**src/rtl/ascon_pack.sv**
```systemverilog
// Shared ASCON definitions: state type, round constants, permutation modes
// and the three round-layer functions used by the round datapath.
package ascon_pack;

  localparam int NB_ROUNDS_MAX = 12;
  localparam logic [3:0] LAST_ROUND = 4'(NB_ROUNDS_MAX - 1);

  // Word 0 (x0) occupies the most significant 64 bits.
  typedef logic [0:4][63:0] type_state;

  typedef enum logic [1:0] {
    P12 = 2'b00,
    P8  = 2'b01,
    P6  = 2'b10
  } type_perm_mode;

  typedef enum logic [1:0] {
    IDLE,
    RUN,
    DONE
  } type_perm_fsm;

  function automatic logic [7:0] round_constant(input logic [3:0] r);
    return {4'hf - r, r};
  endfunction

  // Shorter permutations reuse the tail of the p12 constant table.
  function automatic logic [3:0] first_round(input type_perm_mode m);
    case (m)
      P8:      return 4'd4;
      P6:      return 4'd6;
      default: return 4'd0;
    endcase
  endfunction

  function automatic logic [63:0] rotr(input logic [63:0] x, input int n);
    logic [127:0] t;
    t = {x, x} >> n;
    return t[63:0];
  endfunction

  function automatic type_state constant_addition(input type_state s, input logic [3:0] r);
    type_state o;
    o = s;
    o[2][7:0] = s[2][7:0] ^ round_constant(r);
    return o;
  endfunction

  // Bit-sliced 5-bit S-box applied to all 64 columns at once.
  function automatic type_state substitution_layer(input type_state s);
    logic [63:0] x0, x1, x2, x3, x4, t0, t1, t2, t3, t4;
    x0 = s[0] ^ s[4];
    x4 = s[4] ^ s[3];
    x2 = s[2] ^ s[1];
    x1 = s[1];
    x3 = s[3];
    t0 = ~x0 & x1;
    t1 = ~x1 & x2;
    t2 = ~x2 & x3;
    t3 = ~x3 & x4;
    t4 = ~x4 & x0;
    x0 = x0 ^ t1;
    x1 = x1 ^ t2;
    x2 = x2 ^ t3;
    x3 = x3 ^ t4;
    x4 = x4 ^ t0;
    x1 = x1 ^ x0;
    x0 = x0 ^ x4;
    x3 = x3 ^ x2;
    x2 = ~x2;
    return {x0, x1, x2, x3, x4};
  endfunction

  function automatic type_state diffusion_layer(input type_state s);
    type_state o;
    o[0] = s[0] ^ rotr(s[0], 19) ^ rotr(s[0], 28);
    o[1] = s[1] ^ rotr(s[1], 61) ^ rotr(s[1], 39);
    o[2] = s[2] ^ rotr(s[2], 1)  ^ rotr(s[2], 6);
    o[3] = s[3] ^ rotr(s[3], 10) ^ rotr(s[3], 17);
    o[4] = s[4] ^ rotr(s[4], 7)  ^ rotr(s[4], 41);
    return o;
  endfunction

endpackage

```
**src/rtl/permutation_controller_if.sv**
```systemverilog
// Start/done handshake and state bus between the mode FSM and the permutation controller.
interface permutation_controller_if;
  import ascon_pack::*;

  logic       start_i;
  logic [1:0] mode_i;
  type_state  state_i;
  type_state  state_o;
  logic [3:0] round_o;
  logic       busy_o;
  logic       done_o;

  modport master (
    output start_i, mode_i, state_i,
    input  state_o, round_o, busy_o, done_o
  );

  modport slave (
    input  start_i, mode_i, state_i,
    output state_o, round_o, busy_o, done_o
  );
endinterface

```
**src/rtl/permutation_controller_round.sv**
```systemverilog
// One ASCON round: constant addition, substitution, diffusion. Purely combinational.
module ascon_round
  import ascon_pack::*;
(
  input  type_state  state_i,
  input  logic [3:0] round_i,
  output type_state  state_o
);

  always_comb begin
    state_o = diffusion_layer(substitution_layer(constant_addition(state_i, round_i)));
  end

endmodule

```
**src/rtl/permutation_controller.sv**
```systemverilog
// Runs p12/p8/p6 one round per clock on the state register; done pulses one cycle after the last round.
// A start in DONE is taken immediately; starts during RUN are ignored.
module permutation_controller
  import ascon_pack::*;
(
  input logic                      clock_i,
  input logic                      resetb_i,
  permutation_controller_if.slave  bus
);

  type_perm_fsm  fsm_q, fsm_d;
  type_state     state_q, state_d, round_nxt;
  logic [3:0]    round_q, round_d;
  logic          busy_q, busy_d;
  logic          done_q, done_d;
  type_perm_mode mode_sel;

  ascon_round u_round (
    .state_i (state_q),
    .round_i (round_q),
    .state_o (round_nxt)
  );

  // The reserved encoding runs the full 12 rounds.
  assign mode_sel = (bus.mode_i == 2'b11) ? P12 : type_perm_mode'(bus.mode_i);

  always_comb begin
    fsm_d   = fsm_q;
    state_d = state_q;
    round_d = round_q;
    case (fsm_q)
      RUN: begin
        state_d = round_nxt;
        if (round_q == LAST_ROUND) begin
          fsm_d = DONE;
        end else begin
          round_d = round_q + 4'd1;
        end
      end
      default: begin
        if (bus.start_i) begin
          state_d = bus.state_i;
          round_d = first_round(mode_sel);
          fsm_d   = RUN;
        end else begin
          fsm_d = IDLE;
        end
      end
    endcase
    busy_d = (fsm_d == RUN);
    done_d = (fsm_d == DONE);
  end

  always_ff @(posedge clock_i or negedge resetb_i) begin
    if (!resetb_i) begin
      fsm_q   <= IDLE;
      state_q <= '0;
      round_q <= 4'd0;
      busy_q  <= 1'b0;
      done_q  <= 1'b0;
    end else begin
      fsm_q   <= fsm_d;
      state_q <= state_d;
      round_q <= round_d;
      busy_q  <= busy_d;
      done_q  <= done_d;
    end
  end

  assign bus.state_o = state_q;
  assign bus.round_o = round_q;
  assign bus.busy_o  = busy_q;
  assign bus.done_o  = done_q;

endmodule

```
**src/flat_wrapper.sv**
```systemverilog
// flat-port wrapper written by rule: the top's interface ports become plain ports
module permutation_controller_flat import ascon_pack::*;
  (clock_i, resetb_i, bus_start_i, bus_mode_i, bus_state_i, bus_state_o, bus_round_o, bus_busy_o, bus_done_o);
  permutation_controller_if bus_i ();
  input logic clock_i;
  input logic resetb_i;
  input wire logic [$bits(bus_i.start_i)-1:0] bus_start_i;
  input wire logic [$bits(bus_i.mode_i)-1:0] bus_mode_i;
  input wire logic [$bits(bus_i.state_i)-1:0] bus_state_i;
  output wire logic [$bits(bus_i.state_o)-1:0] bus_state_o;
  output wire logic [$bits(bus_i.round_o)-1:0] bus_round_o;
  output wire logic [$bits(bus_i.busy_o)-1:0] bus_busy_o;
  output wire logic [$bits(bus_i.done_o)-1:0] bus_done_o;
  assign bus_i.start_i = bus_start_i;
  assign bus_i.mode_i = bus_mode_i;
  assign bus_i.state_i = bus_state_i;
  assign bus_state_o = bus_i.state_o;
  assign bus_round_o = bus_i.round_o;
  assign bus_busy_o = bus_i.busy_o;
  assign bus_done_o = bus_i.done_o;
  permutation_controller u_core (.clock_i(clock_i), .resetb_i(resetb_i), .bus(bus_i));
endmodule
```
**config.mk**
```make
export PLATFORM = sky130hd
export DESIGN_NAME = permutation_controller_flat
export DESIGN_NICKNAME = d
export VERILOG_FILES = /design/src/rtl/ascon_pack.sv /design/src/rtl/permutation_controller_if.sv /design/src/rtl/permutation_controller_round.sv /design/src/rtl/permutation_controller.sv /design/src/flat_wrapper.sv
export SDC_FILE = /design/constraint.sdc
export NUM_CORES = 1
export LEC_CHECK = 0
export CORE_AREA = 5 5 251 253
export CTS_BUF_LIST = sky130_fd_sc_hd__clkbuf_8 sky130_fd_sc_hd__clkbuf_16
export DETAILED_ROUTE_END_ITERATION = 8
export DIE_AREA = 0 0 256 258
export DONT_BUFFER_PORTS = 1
export GPL_ROUTABILITY_DRIVEN = 0
export PLACE_DENSITY = 0.67
export SLEW_MARGIN = 20
export SYNTH_ARGS = -nofsm -noshare
export SYNTH_HDL_FRONTEND = slang
export SYNTH_HIERARCHICAL = 1
export SYNTH_SLANG_ARGS = --single-unit
```
**constraint.sdc**
```tcl
create_clock -name clock_i -period 3.05 [get_ports clock_i]
set_clock_uncertainty 0.1 [all_clocks]
set_input_delay 0.61 -clock clock_i [delete_from_list [all_inputs] [get_ports clock_i]]
set_output_delay 0.61 -clock clock_i [all_outputs]
set_load 0.02 [all_outputs]
```
Word level (Yosys, flattened, before mapping). Cells that the tools add are included.

Equality and inequality tests: 8. Divide/modulo/power cells: 0. $lt $le $gt $ge: 0. Muxes and demuxes: 10. Multiply operators: 0. Bitwise operators: 33. Reductions and logical operators: 2. Add/sub/neg operators: 2. Shift operators: 0.

Operators by type and width (number): $xor 64x64->64 (21); $mux 320 (2); $not 64->64 (6); $and 64x64->64 (5); $mux 4 (3); $xor 8x8->8 (1); $eq 2x1->1 const B (3); $eq 2x2->1 const B (3); $mux 2 (3); $pmux 3 s2 (1); $add 4x1->4 const B (1); $eq 4x4->1 const B (1); $sub 4x4->4 const A (1); $ne 2x2->1 const B (1); $reduce_and 2->1 (1); $reduce_bool 2->1 (1); $mux 1 (1).

Output and inout port bits: 326. Bits in latches: 0. Bits in registers: 328. Logic and storage cells: 64. Bits in read-only memories: 0. Memories: 0. RAM bits: 0.

Logic depth before layout (Yosys ltp). Gate-level depths: netlist of run 1.

Depth after elaboration: 10. Gate-level depth with buffers: 8.

Hierarchy. Netlist of run 1, hierarchy kept.

By module, submodules not included: ascon_round (area each 16224.3 um2, cells an instance 1531, times used 1, seq. area each 0.0 um2); permutation_controller (area each 14971.9 um2, cells an instance 1419, times used 1, seq. area each 8207.9 um2).

Least setup slack after synthesis of run 1. OpenSTA, ideal clock, no wires.

Kind: register to register. Start: register u_core.round_q[3] (netlist: u_core/bus.round_o[3]). End: register u_core.state_q (netlist bit u_core/bus.state_o[121]). Arrival time: 2190 ps. Buffers on the path: 0. Slack: 627 ps. Period minus slack after synthesis: 2423 ps. Data required time: 2817 ps. Cell stages (with the launch flop): 8. Cells stage by stage: dfrtp_1 > xor2_1 > ha_1 > xnor2_1 > xnor2_1 > xnor3_1 > nand2_1 > o21ai_0.

RTL lines: from (decl) (line permutation_controller.sv:13) `logic [3:0] round_q, round_d;`; from (signal assigned) (line permutation_controller.sv:64) `round_q <= round_d;`; to (signal assigned) (line permutation_controller.sv:63) `state_q <= state_d;`; to (decl) (line permutation_controller.sv:12) `type_state state_q, state_d, round_nxt;`.

==> impl_metrics.toml, run 1 <==
[global_route]
antenna_found_initial = 9
grt_max_degree = 329
met3_usage = 0.129
grt.total_usage = 0.411
gr-usage-met2 = 0.635
grt_overflow = 0
grt_pass1_wl_mm = 193
grt_pass1_vias = 25600
busiest_layer = "met2"
grtUsageMet1 = 0.500

[sta]
worstMarginPinSlew_ns = 1.15
slew_headroom = 0.231
final.setup.worst_slack_ns = 0.0474
finalSetupTns_ns = 0
final-hold-violation-count = 328
setup_viol = 0
period_share = 0.984
holdWs_ns = -0.372
final.min_clock_period_ns = 3.00
fmax_ghz = 0.333
rsz0062_at_grt = "false"
slew_violations = 0

[synthesis]
syn_avg_cell_area_um2 = 10.6
yosysSeqAreaShare = 0.263
syn_area_um2 = 31200
ys_warn_count = 6
ys_ff_latch = 328
synth_top_area_frac = 0.263
synth_cells = 2950
syn_nets = 3405
yosysUniqueCellTypes = 31
ys_top_cells_by_area = "dfrtp_1 26%, xnor3_1 16%, mux2i_1 11%"
synth_top_area_cell = "dfrtp_1"

[cells_and_area]
n_fill_cell = 5183
drive_gt1_frac = 0.158
nets = 3670
syn_to_final_growth_pct = 14.5
design_area_um2 = 35700

[critical_path]
crit_slowest_cell = "xnor2_2"
regToRegStartpoint = "u_core/bus.round_o[0]"
cp_top_family = "XOR/XNOR gates"
critPathKind = "reg -> reg"
crit_path_end_kind = "flop"
crit_path_start = "u_core/bus.round_o[0]"
reg2reg_depth = 8
cp_slowest_stage_delay_ns = 0.58
cp.buffers_inverters = 1
crit_chain = "buf_4 -> xnor2_1 -> ha_1 -> xnor2_1 -> xnor2_2 -> xnor3_1 -> nand2_1 -> o21ai_0"
crit_top_cell = "xnor2_1"
r2r-end = "u_core/bus.state_o[196]"
cp_max_fo = 5
cp-endpoint = "u_core/bus.state_o[196]"
path_depth = 8
worstPathRequired_ns = 3.39
cp.arrival_ns = 3.35
worst_setup_path_start_kind = "flop"
reg2reg_slack_ns = 0.05

[routing]
dr.pass1.iters = 6
wl_mm = 141
num_vias = 25300
drtAntennaViolNets = 0
via_per_inst = 6.25
drc = 0
drt_iter0_drc = 3136
wire_per_inst_um = 35.0

[cts]
cts_tree = "built"
cts.clk_slew.worst_paths_ns = 0.06
clockBufferDepth = 3
cts_root_buffer = "clkbuf_16"
clock_latency_ns = 0.58
post_cts_buffers = 0
h-tree-depth = 2
cts.sinks = 328
cts_buffers = 43

[floorplanning]
rows = 91
core_um2 = 60800
die-area_um2 = 66000
initial_core_util = 0.513
io-pin-count = 651
die_h_um = 258
die_w_um = 256

[place]
portBuffers = 0
place_area_um2 = 34100
dpl.hpwl_mm = 116
place_ws_ns = 0.131

[run_status]
violations = "negative hold slack"
status = "complete, but fails checks"

[min_path]
hold_class = "in -> async"

[job]
drv_cap = 0
==> per-layer routing <==
layer / routed length, µm / share of wire / up-vias
met5: 31 / 0.00022 / -
met4: 11700 / 0.083 / 4
met3: 16400 / 0.12 / 486
met2: 62400 / 0.44 / 1873
met1: 51000 / 0.36 / 12500
li1: - / - / 10400
==> state kept, by name (all words and copies together) (netlist names) <==
signal,cells
u_core/bus.state_o,320
u_core/bus.round_o,4
u_core/fsm_q,2
u_core/bus.busy_o,1
u_core/bus.done_o,1
==> Yosys cell counts <==
master / instances
a211o_1: 1
a21oi_1: 27
buf_2: 44
buf_4: 27
buf_6: 3
clkbuf_1: 34
dfrtp_1: 328
ha_1: 130
inv_1: 188
maj3_1: 33
maj3_2: 25
mux2_2: 1
mux2_4: 1
mux2i_1: 348
nand2_1: 388
nand2b_1: 1
nand3_1: 2
nand3b_1: 1
nor2_1: 113
nor2b_1: 1
nor3_1: 1
nor4b_1: 1
o21ai_0: 338
o221a_1: 1
or3_1: 1
xnor2_1: 340
xnor2_2: 77
xnor3_1: 219
xor2_1: 234
xor2_2: 5
xor3_1: 37
==> through the flow <==
| stage | utilization | hold WS [ns] | std cells |
|---|---|---|---|
| 6_report | 0.587 | -0.372 | 4043 |
| 5_1_grt | 0.587 | -0.386 | 4040 |
| 4_1_cts | 0.587 | -0.387 | 4037 |
| 3_5_place_dp | 0.562 | 0.230 | 3960 |
| 3_3_place_gp | 0.562 | 0.230 | 3960 |
| 2_1_floorplan | - | 0.214 | 2950 |
==> cells by family after synthesis <==
| kind of cell | count (synthesis) | synth area share |
|---|---|---|
| XOR/XNOR | 912 | 0.390 |
| AND/OR/NAND/NOR | 509 | 0.0619 |
| AO/OA/AOI/OAI | 367 | 0.0592 |
| adder cells (fa/ha/maj) | 188 | 0.0718 |
| multiplexers | 350 | 0.113 |
| flip-flops | 328 | 0.263 |
| buffers and inverters | 296 | 0.0414 |
==> cells in the final DEF, fill, tap and decap left out, drive strengths merged <==
| master | n |
|---|---|
| o21ai | 338 |
| nor3 | 1 |
| clkbuf | 52 |
| nor2b | 1 |
| xor2 | 239 |
| clkinv | 8 |
| dfrtp | 328 |
| nand2b | 1 |
| nand2 | 388 |
| a21oi | 27 |
| nor4b | 1 |
| clkinvlp | 4 |
| a211o | 1 |
| buf | 328 |
| nand3 | 2 |
| ha | 130 |
| maj3 | 58 |
| diode | 6 |
| mux2i | 348 |
| inv | 194 |
| nor2 | 113 |
| mux2 | 2 |
| or3 | 1 |
| o221a | 1 |
| xor3 | 37 |
| xnor3 | 219 |
| xnor2 | 417 |
| bufinv | 7 |
| nand3b | 1 |
==> worst reg2reg max path, stage by stage (launching register included) <==
cell and delay (ns):
dfrtp_1 0.39, buf_4 0.18, xnor2_1 0.43, ha_1 0.33
xnor2_1 0.14, xnor2_2 0.58, xnor3_1 0.49, nand2_1 0.13
o21ai_0 0.10
==> worst min path at each step <==
stage / start / end / slack, ns / cells past startpoint
2_1_floorplan: resetb_i / u_core/bus.busy_o / 0.21 / 0
5_1_grt: resetb_i / u_core/bus.busy_o / -0.39 / 0
6_report: resetb_i / u_core/bus.busy_o / -0.37 / 0
3_3_place_gp: resetb_i / u_core/bus.busy_o / 0.23 / 0
3_5_place_dp: resetb_i / u_core/bus.busy_o / 0.23 / 0
4_1_cts: resetb_i / u_core/bus.busy_o / -0.39 / 0
==> timing repair <==
item | CTS | global route
gates resized for setup | 0 | 1
endpoints found under the hold margin | 328 | 328
endpoints found under the setup margin | 0 | 1
==> final cells by class <==
type                       instances  area [µm²]  area share
tap                              790         988      0.0277
multi-input combinational       2326       21700       0.608
clock inverter                    25         322     0.00900
clock buffer                      52        1220      0.0342
inverter                         188         706      0.0198
timing repair buffer             328        2540      0.0710
sequential                       328        8210       0.230
antenna                            6        15.0    0.000420
Power of run 1 is not shown: default switching activity piles up to over one toggle a cycle in this logic, so the estimate is an artifact.
==> run 2, diff against run 1 <==
CTS_BUF_LIST = sky130_fd_sc_hd__clkbuf_16   (was sky130_fd_sc_hd__clkbuf_8 sky130_fd_sc_hd__clkbuf_16)
==> impl_metrics.toml, run 2 (synthesis results as in run 1) <==
[critical_path]
crit_path_end_kind = "flop"
regToRegStartpoint = "u_core/bus.state_o[217]"
critPathKind = "reg -> reg"
reg2reg_depth = 7
crit_slowest_cell = "xnor2_1"
worst_setup_path_start_kind = "flop"
crit_chain = "inv_1 -> ha_1 -> xnor2_1 -> xnor2_1 -> xnor3_1 -> nand2_1 -> o21ai_0"
cp.arrival_ns = 3.40
worstPathRequired_ns = 3.40
crit_top_cell = "xnor2_1"
reg2reg_slack_ns = 0.006
cp_max_fo = 4
cp_slowest_stage_delay_ns = 0.90
r2r-end = "u_core/bus.state_o[281]"

[routing]
dr.pass1.iters = 6
drtAntennaViolNets = 0
drc = 0
via_per_inst = 6.23
wire_per_inst_um = 35.0
wl_mm = 141
drt_iter0_drc = 3080
num_vias = 25200

[sta]
holdWs_ns = -0.383
setup_viol = 0
finalSetupTns_ns = 0
final.min_clock_period_ns = 3.04
final.setup.worst_slack_ns = 0.00597
slew_headroom = 0.0422
worstMarginPinSlew_ns = 1.44
final-hold-violation-count = 328
slew_violations = 0
period_share = 0.998
fmax_ghz = 0.329
rsz0062_at_grt = "false"

[global_route]
antenna_found_initial = 10
grt_pass1_vias = 25600
grt.total_usage = 0.411
grt_max_degree = 329
grt_overflow = 0
grt_pass1_wl_mm = 193

[place]
place_ws_ns = 0.131
dpl.hpwl_mm = 116
dp.cells = 3960
portBuffers = 0
place_area_um2 = 34100

[cts]
cts.sinks = 328
cts.clk_slew.worst_paths_ns = 0.06
cts_buffers = 43
cts_tree = "built"
clockBufferDepth = 3
cts_root_buffer = "clkbuf_16"
h-tree-depth = 2
post_cts_buffers = 0
clock_latency_ns = 0.60

[cells_and_area]
design_area_um2 = 35600
multi_input_area_um2 = 21700
largest_register_ff_count = 320
n_fill_cell = 5193
regArea_um2 = 8210
layout_common_cells = "388 x nand2_1, 348 x mux2i_1, 339 x xnor2_1, 338 x o21ai_0, 328 x dfrtp_1"
fin_cells = 4045
drive_gt1_frac = 0.155
syn_to_final_growth_pct = 14.3
nets = 3670
mostFrequentLayoutCell = "nand2_1"

[floorplanning]
die_h_um = 258
rows = 91
core_um2 = 60800
die-area_um2 = 66000
initial_core_util = 0.513
io-pin-count = 651
die_w_um = 256

[job]
drv_cap = 0

[run_status]
violations = "negative hold slack"
status = "complete, but fails checks"

[min_path]
hold_class = "in -> async"
-- run 2: cell types whose count changed in the layout (fill, tap and decap cells not counted), sizes merged --
cell	change
clkinv	+7
clkbuf	-7
diode	+2
-- run 2: metal layers --
layer | track usage | vias to the layer above | share of wire
li1 | - | 10400 | -
met1 | 0.500 | 12500 | 0.36
met2 | 0.635 | 1786 | 0.44
met3 | 0.128 | 476 | 0.11
met4 | 0.263 | 6 | 0.082
met5 | 0 | - | 0.00029
-- run 2: how the worst max path moves through the flow --
| stage | from | end | slack, ns | depth (start not counted) |
|---|---|---|---|---|
| floorplan | u_core/bus.round_o[3] | u_core/bus.state_o[121] | 0.63 | 7 |
| global placement | u_core/bus.state_o[134] | u_core/bus.state_o[70] | 0.10 | 7 |
| detailed placement | u_core/bus.state_o[134] | u_core/bus.state_o[70] | 0.13 | 7 |
| CTS | u_core/bus.state_o[134] | u_core/bus.state_o[70] | 0.1 | 7 |
| global route | u_core/bus.state_o[217] | u_core/bus.state_o[281] | 0.05 | 7 |
| finish | u_core/bus.state_o[217] | u_core/bus.state_o[281] | 0.006 | 7 |
-- run 2: repair_timing --
| action | in CTS | in global routing |
|---|---|---|
| resized for setup | 0 | 1 |
| setup endpoints to repair | 0 | 1 |
| hold endpoints to repair | 328 | 328 |
-- run 2: worst max-delay path, delay by kind of cell, from the launching register on --
kind | cells | cell delay (ns)
XOR/XNOR | 3 | 1.63
flip-flops | 1 | 0.51
adder cells (fa/ha/maj) | 1 | 0.24
AND/OR/NAND/NOR | 1 | 0.16
buffers and inverters | 1 | 0.14
AO/OA/AOI/OAI | 1 | 0.11
-- run 2: through the flow --
step,hold slack (ns),utilization
final,-0.383,0.586
after global routing,-0.397,0.586
after CTS,-0.387,0.586
after detailed placement,0.230,0.562
after global placement,0.230,0.562
after floorplan,0.214,-
-- run 2: cell type report --
type | count | area share
repair buffers | 328 | 0.0712
diodes | 8 | 0.000562
clock buffers | 45 | 0.0316
clock inverters | 32 | 0.00976
flip-flops and latches | 328 | 0.230
well taps | 790 | 0.0277
inverters | 188 | 0.0198
multi-input cells | 2326 | 0.609
Power of run 2 is left out for the same reason.
